==> src/rtl/decoder_pkg.sv <==
// Shared types and widths for the sequenced 3-to-8 decoder.
package decoder_pkg;

   typedef enum logic {
      IDLE   = 1'b0,
      ACTIVE = 1'b1
   } state_t;

   localparam int CODE_W     = 3;
   localparam int ONEHOT_W   = 8;
   localparam int HOLD_CNT_W = 4;

endpackage

==> src/rtl/decoder_3to8_seq_hold_counter.sv <==
// Down-counter that times how long one decoded code stays asserted.
// It saturates at zero so an idle block never wraps the counter.
module hold_counter
   import decoder_pkg::*;
#(
   parameter int HOLD_CYCLES = 3
) (
   input  logic i_clk,
   input  logic i_rst_n,
   input  logic i_load,
   input  logic i_dec,
   output logic o_zero
);

   logic [HOLD_CNT_W-1:0] r_cnt;

   always_ff @(posedge i_clk) begin
      if (!i_rst_n)
         r_cnt <= '0;
      else if (i_load)
         r_cnt <= HOLD_CNT_W'(HOLD_CYCLES - 1);
      else if (i_dec && (r_cnt != '0))
         r_cnt <= r_cnt - 1'b1;
   end

   assign o_zero = (r_cnt == '0);

endmodule

==> src/rtl/decoder_3to8_seq.sv <==
// Decodes a 3-bit code to a one-hot held for HOLD_CYCLES cycles, with a
// single-entry pending buffer so back-to-back codes play out without gaps.
module decoder_3to8_seq
   import decoder_pkg::*;
#(
   parameter int HOLD_CYCLES = 3
) (
   input  logic                clk,
   input  logic                rst_n,
   input  logic                in_valid,
   input  logic [CODE_W-1:0]   in_code,
   output logic                in_ready,
   output logic [ONEHOT_W-1:0] out_onehot,
   output logic                out_valid,
   output logic                done
);

   state_t            r_state;
   logic [CODE_W-1:0] r_code;
   logic [CODE_W-1:0] r_buf_code;
   logic              r_buf_full;

   logic w_accept;
   logic w_active;
   logic w_zero;
   logic w_last;
   logic w_load;

   assign w_active = (r_state == ACTIVE);
   assign w_accept = in_valid && !r_buf_full;
   assign w_last   = w_active && w_zero;
   // A new hold window starts on entry from IDLE or on a gapless reload.
   assign w_load   = (!w_active && w_accept) || (w_last && (r_buf_full || w_accept));

   hold_counter #(
      .HOLD_CYCLES(HOLD_CYCLES)
   ) u_hold (
      .i_clk   (clk),
      .i_rst_n (rst_n),
      .i_load  (w_load),
      .i_dec   (w_active),
      .o_zero  (w_zero)
   );

   always_ff @(posedge clk) begin
      if (!rst_n) begin
         r_state    <= IDLE;
         r_code     <= '0;
         r_buf_code <= '0;
         r_buf_full <= 1'b0;
      end else begin
         case (r_state)
            IDLE: begin
               if (w_accept) begin
                  r_state <= ACTIVE;
                  r_code  <= in_code;
               end
            end
            ACTIVE: begin
               if (w_zero) begin
                  if (r_buf_full) begin
                     r_code     <= r_buf_code;
                     r_buf_full <= 1'b0;
                  end else if (w_accept) begin
                     r_code <= in_code;
                  end else begin
                     r_state <= IDLE;
                  end
               end else if (w_accept) begin
                  r_buf_code <= in_code;
                  r_buf_full <= 1'b1;
               end
            end
            default: r_state <= IDLE;
         endcase
      end
   end

   assign in_ready   = !r_buf_full;
   assign out_valid  = w_active;
   assign out_onehot = w_active ? (ONEHOT_W'(1) << r_code) : '0;
   assign done       = w_last;

endmodule

==> config.mk <==
export PLATFORM = sky130hd
export DESIGN_NAME = decoder_3to8_seq
export DESIGN_NICKNAME = d
export VERILOG_FILES = /design/src/rtl/decoder_pkg.sv /design/src/rtl/decoder_3to8_seq_hold_counter.sv /design/src/rtl/decoder_3to8_seq.sv
export SDC_FILE = /design/constraint.sdc
export NUM_CORES = 1
export LEC_CHECK = 0
export CAP_MARGIN = 20
export CORE_UTILIZATION = 47
export DETAILED_ROUTE_END_ITERATION = 8
export PLACE_DENSITY = 0.73
export SKIP_CTS_REPAIR_TIMING = 1
export SLEW_MARGIN = 20
export SYNTH_ARGS = -nofsm -noshare
export SYNTH_HDL_FRONTEND = slang
export SYNTH_SLANG_ARGS = --single-unit
==> constraint.sdc <==
create_clock -name clk -period 1.95 [get_ports clk]
set_input_delay 0.39 -clock clk [delete_from_list [all_inputs] [get_ports clk]]
set_output_delay 0.39 -clock clk [all_outputs]
set_load 0.03 [all_outputs]
==> impl_metrics.env, run 1 <==
export IMPL_outcome="finished, final reports clean"
export IMPL_cts_sinks=12
export IMPL_synthCells=88
export IMPL_path_class="reg -> out"
export IMPL_max_clock_freq_mhz=542.9
export IMPL_finalPower_mw=0.6890
export IMPL_async_flop_share=0
export IMPL_setup_viol=0
export IMPL_post_route_util=0.6639
export IMPL_grt_use_total=0.2128
export IMPL_synth_area_um2=720.7
export IMPL_drt_iter0_markers=28
export IMPL_ys_ff_latch=12
export IMPL_path_cells="clkdlybuf4s50_1"
export IMPL_stdcell_count=120
export IMPL_cts_root_buf="clkbuf_4"
export IMPL_p_leak_nw=0.3634
export IMPL_hold_violations=0
export IMPL_yosysTopAreaCell="dfxtp_1"
export IMPL_grt_pass1_wl_um=2283
export IMPL_synth_common_cells="12 x dfxtp_1, 12 x nand2_1, 7 x nor2_1, 6 x nand2b_1"
export IMPL_initial_utilization=0.5275
export IMPL_critPathBufInv=1
export IMPL_die_h_um=41.16
export IMPL_antenna_found_initial=0
export IMPL_skew_ns=0.008214
export IMPL_avgViaCountPerCell=5.683
export IMPL_cts_buffers_inserted=3
export IMPL_die_width_um=41.16
export IMPL_synth_edf_count=0
export IMPL_nets=114
export IMPL_grt_pass1_vias=471
export IMPL_die_area_um2=1694
export IMPL_clk_latency_ns=0.28
export IMPL_maxSlewViolCount=0
export IMPL_synth_cell_types=27
export IMPL_synth_seq_area_share=0.3333
export IMPL_area_growth_pct=25.87
export IMPL_slew_headroom=0.7186
export IMPL_syn_avg_cell_area_um2=8.190
export IMPL_tightest_slew_ns=0.4208
export IMPL_layout_drive_gt1_share=0.2000
export IMPL_gr_total_overflow=0
export IMPL_wl_um=1561
export IMPL_rsz0062_at_grt="no"
export IMPL_htreeDepth=1
export IMPL_synthFlopType="dfxtp_1"
export IMPL_pin_count=17
export IMPL_tns_ns=0
export IMPL_rows=13
export IMPL_dp_cells=116
export IMPL_vias=682
export IMPL_clk_path_buf_depth=2
export IMPL_hold_depth=2
export IMPL_diodes=0
export IMPL_coreArea_um2=1366
export IMPL_drcViolationCount=0
export IMPL_ys_top_cells_by_area="dfxtp_1 33%, mux2i_1 6.9%, nand2_1 6.3%"
export IMPL_slowest_stage="clkdlybuf4s50_1"
export IMPL_crit_family="buffers and inverters"
export IMPL_io_buffers=16
export IMPL_drv_cap=0
export IMPL_cts_clk_slew_worst_paths_ns=0.08
export IMPL_antenna_left=0
export IMPL_worst_slack_ns=0.1080
export IMPL_yosysWarnings=0
export IMPL_syn_nets=96
export IMPL_synth_top_area_frac=0.3333
export IMPL_power_density_nw_per_um2=759.5
export IMPL_slowest_delay_ns=0.72
export IMPL_grt_max_degree=15
export IMPL_cts_tree="yes"
export IMPL_dp_hpwl_um=1142
export IMPL_layout_min_cycle_time_ns=1.842
export IMPL_worstPathMaxFanout=7
export IMPL_peakVddDrop_v=0.0005009
export IMPL_critPathCaptureType="primary output"
export IMPL_hold_class="reg -> reg"
export IMPL_cp_data_arrival_time_ns=1.45
export IMPL_firstDrtPassIters=4
export IMPL_routedWlPerCell_um=13.01
export IMPL_setup_worst_path_start_class="flip-flop"
export IMPL_gp_congestion=0.7819
export IMPL_cp_data_required_time_ns=1.56
export IMPL_post_route_period_util=0.9446
export IMPL_dp_slack_ns=0.2709
export IMPL_crit_cells=1
export IMPL_reg2reg_slack_ns=0.35
export IMPL_reg2regPathDepth=6
layout make-up:
cell class | instances | area, um^2
Inverter | 4 | 15.01
Fill cell | 119 | 459.2
Clock buffer | 4 | 36.28
Multi-Input combinational cell | 66 | 435.4
Sequential cell | 12 | 241.5
Tap cell | 15 | 18.77
Timing Repair Buffer | 19 | 160.2
through the flow:
stage          hold WS (ns)  cell area, um^2
5_1_grt              0.4983            907.1
2_1_floorplan        0.4295            725.7
4_1_cts              0.4570            905.9
3_3_place_gp         0.4411            869.6
3_5_place_dp         0.4426            869.6
6_report             0.4566            907.1
cells by family (layout without fill, tap and decap cells):
logic type,after synthesis,count (layout),share of synthesized area
DFF,12,12,0.3333
AOI/OAI and AO/OA,15,15,0.1372
muxes,7,7,0.1007
buffers and inverters,10,27,0.06943
and+or+nand+nor,42,42,0.3247
adders and majority gates,2,2,0.03472
routing by layer:
layer  track usage  vias up  routed length, um
met4       0.09677        0                 29
met1        0.3377      311                820
met3       0.04891        4                 88
li1              -      344                  -
met2        0.2578       23                623
met5             0        -                  0
final timing paths:
check | from | end
setup / recovery | out_valid$_SDFF_PN0_ | out_valid
hold / removal | r_buf_code[0]$_SDFFE_PN0P_ | r_buf_code[0]$_SDFFE_PN0P_
setup reg to reg | u_hold.r_cnt[0]$_SDFFE_PP0P_ | r_buf_code[2]$_SDFFE_PN0P_
hold reg to reg | r_buf_code[0]$_SDFFE_PN0P_ | r_buf_code[0]$_SDFFE_PN0P_
power by group:
group / total (mW) / switching (mW) / internal (mW)
combinational: 0.194 / 0.103 / 0.0918
clock: 0.201 / 0.0874 / 0.114
sequential: 0.293 / 0.0270 / 0.266
total: 0.689 / 0.217 / 0.472
flip-flops by register name (all words and copies together) (netlist names):
signal	cells
u_hold.r_cnt	4
r_buf_code	3
r_code	3
r_buf_full	1
out_valid	1
cells in the final DEF (no fill, tap or decap), drive strengths merged:
master | netlist | routed
nand3b | 5 | 5
and2 | 1 | 1
a21oi | 4 | 4
ha | 2 | 2
nor3b | 2 | 2
nand2 | 12 | 12
nor3 | 4 | 4
and3b | 1 | 1
clkdlybuf4s50 | 0 | 7
a211o | 1 | 1
nand2b | 6 | 6
a31oi | 1 | 1
mux2 | 2 | 2
a21boi | 1 | 1
nor2b | 1 | 1
inv | 4 | 4
nor4bb | 1 | 1
o21ai | 1 | 1
nand3 | 2 | 2
dfxtp | 12 | 12
clkbuf | 1 | 4
nor2 | 7 | 7
o22ai | 4 | 4
o311ai | 3 | 3
buf | 5 | 12
mux2i | 5 | 5
Note: power is estimated with default switching activity, not from simulation.
==> inputs of run 2 (changes only) <==
==> constraint.sdc (replaced) <==
create_clock -name clk -period 1.8 [get_ports clk]
set_input_delay 0.36 -clock clk [delete_from_list [all_inputs] [get_ports clk]]
set_output_delay 0.36 -clock clk [all_outputs]
set_load 0.03 [all_outputs]
==> run 2 against run 1 <==
Effect of this change:
- clock skew decreased by 0.0021 ns
- sequential share of layout area down 0.29 points
- register-to-register slack lost 0.03 ns
- largest cell class unchanged
==> impl_metrics.env, run 2 (synthesis results as in run 1) <==
export IMPL_whs_ns=0.4569
export IMPL_max_clock_freq_mhz=585.4
export IMPL_r2r_end="r_buf_code[1]$_SDFFE_PN0P_"
export IMPL_fillers=128
export IMPL_critPathBufInv=2
export IMPL_critPathCaptureType="primary output"
export IMPL_vias=672
export IMPL_layout_min_cycle_time_ns=1.708
export IMPL_cts_buffers_inserted=3
export IMPL_grt_use_total=0.2249
export IMPL_path_cells="inv_1 > ha_2 > nor3b_4 > and2_4 > buf_6"
export IMPL_placed_area_um2=874.6
export IMPL_cts_sinks=12
export IMPL_gp_congestion=0.7988
export IMPL_layout_drive_gt1_share=0.2381
export IMPL_area_growth_pct=27.26
export IMPL_cp_data_required_time_ns=1.44
export IMPL_grt_pass1_wl_um=2470
export IMPL_post_route_util=0.6712
export IMPL_cts_tree="yes"
export IMPL_holdPathEnd="r_buf_code[2]$_SDFFE_PN0P_"
export IMPL_tightest_slew_ns=0.3617
export IMPL_dp_hpwl_um=1195
export IMPL_skew_ns=0.006069
export IMPL_power_density_nw_per_um2=772.2
export IMPL_slowest_stage="dfxtp_1"
export IMPL_path_class="reg -> out"
export IMPL_dp_slack_ns=0.07224
export IMPL_cp_data_arrival_time_ns=1.35
export IMPL_grt_max_degree=15
export IMPL_slew_headroom=0.7558
export IMPL_antenna_found_initial=0
export IMPL_worst_slack_ns=0.09173
export IMPL_diodes=0
export IMPL_rsz0062_at_grt="no"
export IMPL_avgViaCountPerCell=5.600
export IMPL_antenna_left=0
export IMPL_htreeDepth=1
export IMPL_cts_root_buf="clkbuf_4"
export IMPL_clk_latency_ns=0.28
export IMPL_post_route_period_util=0.9490
export IMPL_finalPower_mw=0.7082
export IMPL_setup_viol=0
export IMPL_rows=13
export IMPL_die_width_um=41.16
export IMPL_pin_count=17
export IMPL_reg2reg_from="u_hold.r_cnt[0]$_SDFFE_PP0P_"
export IMPL_hold_class="reg -> reg"
export IMPL_die_area_um2=1694
export IMPL_reg2reg_slack_ns=0.32
export IMPL_reg2regPathDepth=6
export IMPL_maxSlewViolCount=0
export IMPL_hold_depth=2
export IMPL_final_cell_mix="12 x nand2_1, 12 x buf_4, 11 x dfxtp_1"
export IMPL_worstPathMaxFanout=3
export IMPL_hold_violations=0
export IMPL_globalRouteMet3Util=0.04891
export IMPL_routedWlPerCell_um=12.88
export IMPL_grt_pass1_vias=575
export IMPL_top_usage_layer="met2"
export IMPL_met1_usage=0.2774
export IMPL_min_from="r_buf_code[2]$_SDFFE_PN0P_"
export IMPL_firstDrtPassIters=4
export IMPL_drv_cap=0
export IMPL_gr_total_overflow=0
export IMPL_crit_family="simple AND/OR/NAND/NOR gates"
export IMPL_use_met2=0.3828
export IMPL_outcome="finished, final reports clean"
export IMPL_final_cell_area_um2=917.1
export IMPL_p_leak_nw=0.3794
export IMPL_clk_path_buf_depth=2
export IMPL_io_buffers=16
export IMPL_setup_worst_path_start_class="flip-flop"
export IMPL_die_h_um=41.16
export IMPL_drt_iter0_markers=6
export IMPL_reg_largest_list="u_hold.r_cnt (4), r_buf_code (3), r_code (3)"
export IMPL_initial_utilization=0.5275
export IMPL_coreArea_um2=1366
export IMPL_largest_reg_flops=4
export IMPL_slowest_delay_ns=0.31
export IMPL_top_register="u_hold.r_cnt"
export IMPL_wl_um=1546
export IMPL_peakVddDrop_v=0.0005923
export IMPL_cts_clk_slew_worst_paths_ns=0.07
export IMPL_nets=115
export IMPL_drcViolationCount=0
run 2: changes by cell type in the layout (fill, tap and decap cells not counted), sizes merged:
cell / before / now
buf: 12 / 13
clkdlybuf4s50: 7 / 6
clkbuf: 4 / 3
dlymetal6s2s: 0 / 1
run 2: worst max path at each step:
stage / start / end / slack (ns) / cells past startpoint
2_1_floorplan: out_valid$_SDFF_PN0_ / out_onehot[3] / -0.01 / 4
3_3_place_gp: u_hold.r_cnt[0]$_SDFFE_PP0P_ / done / 0.14 / 5
3_5_place_dp: in_valid / r_buf_code[1]$_SDFFE_PN0P_ / 0.07 / 4
4_1_cts: u_hold.r_cnt[0]$_SDFFE_PP0P_ / done / -0.16 / 5
5_1_grt: u_hold.r_cnt[1]$_SDFFE_PN0P_ / done / 0.004 / 5
6_report: u_hold.r_cnt[1]$_SDFFE_PN0P_ / done / 0.09 / 5
run 2: area by class of cell:
class	instances	area, um^2	share of cell area
Clock buffer	3	22.52	0.02456
Sequential cell	12	241.5	0.2633
Tap cell	15	18.77	0.02046
Multi-Input combinational cell	66	445.4	0.4857
Inverter	4	15.01	0.01637
Timing Repair Buffer	20	173.9	0.1896
run 2: stage by stage:
stage | setup TNS [ns] | cells
2_1_floorplan | -0.02457 | 88
3_3_place_gp | 0 | 116
3_5_place_dp | 0 | 116
4_1_cts | -0.1565 | 119
5_1_grt | 0 | 120
6_report | 0 | 120
run 2: power by group:
group,switching [mW],internal [mW]
clock network,0.0932,0.0776
logic,0.117,0.106
registers,0.0258,0.289
run 2: worst min-delay path, delay by kind of cell, from the launching register on:
family        cells  cell delay, ns
flops             1            0.31
simple gates      1            0.05
mux               1            0.05
run 2: metal layers:
| metal | wire length (um) | vias up |
|---|---|---|
| li1 | - | 347 |
| met1 | 754 | 298 |
| met4 | 19 | 0 |
| met3 | 91 | 2 |
| met2 | 680 | 25 |
| met5 | 0 | - |
==> inputs of run 3 (changes only) <==
--- a/config.mk
+++ b/config.mk
@@ -14,3 +14,4 @@
 export SYNTH_ARGS = -nofsm -noshare
 export SYNTH_HDL_FRONTEND = slang
 export SYNTH_SLANG_ARGS = --single-unit
+export TNS_END_PERCENT = 100
==> results of run 3 <==
Same layout as run 2: the final DEF is identical, and so are final timing and power.
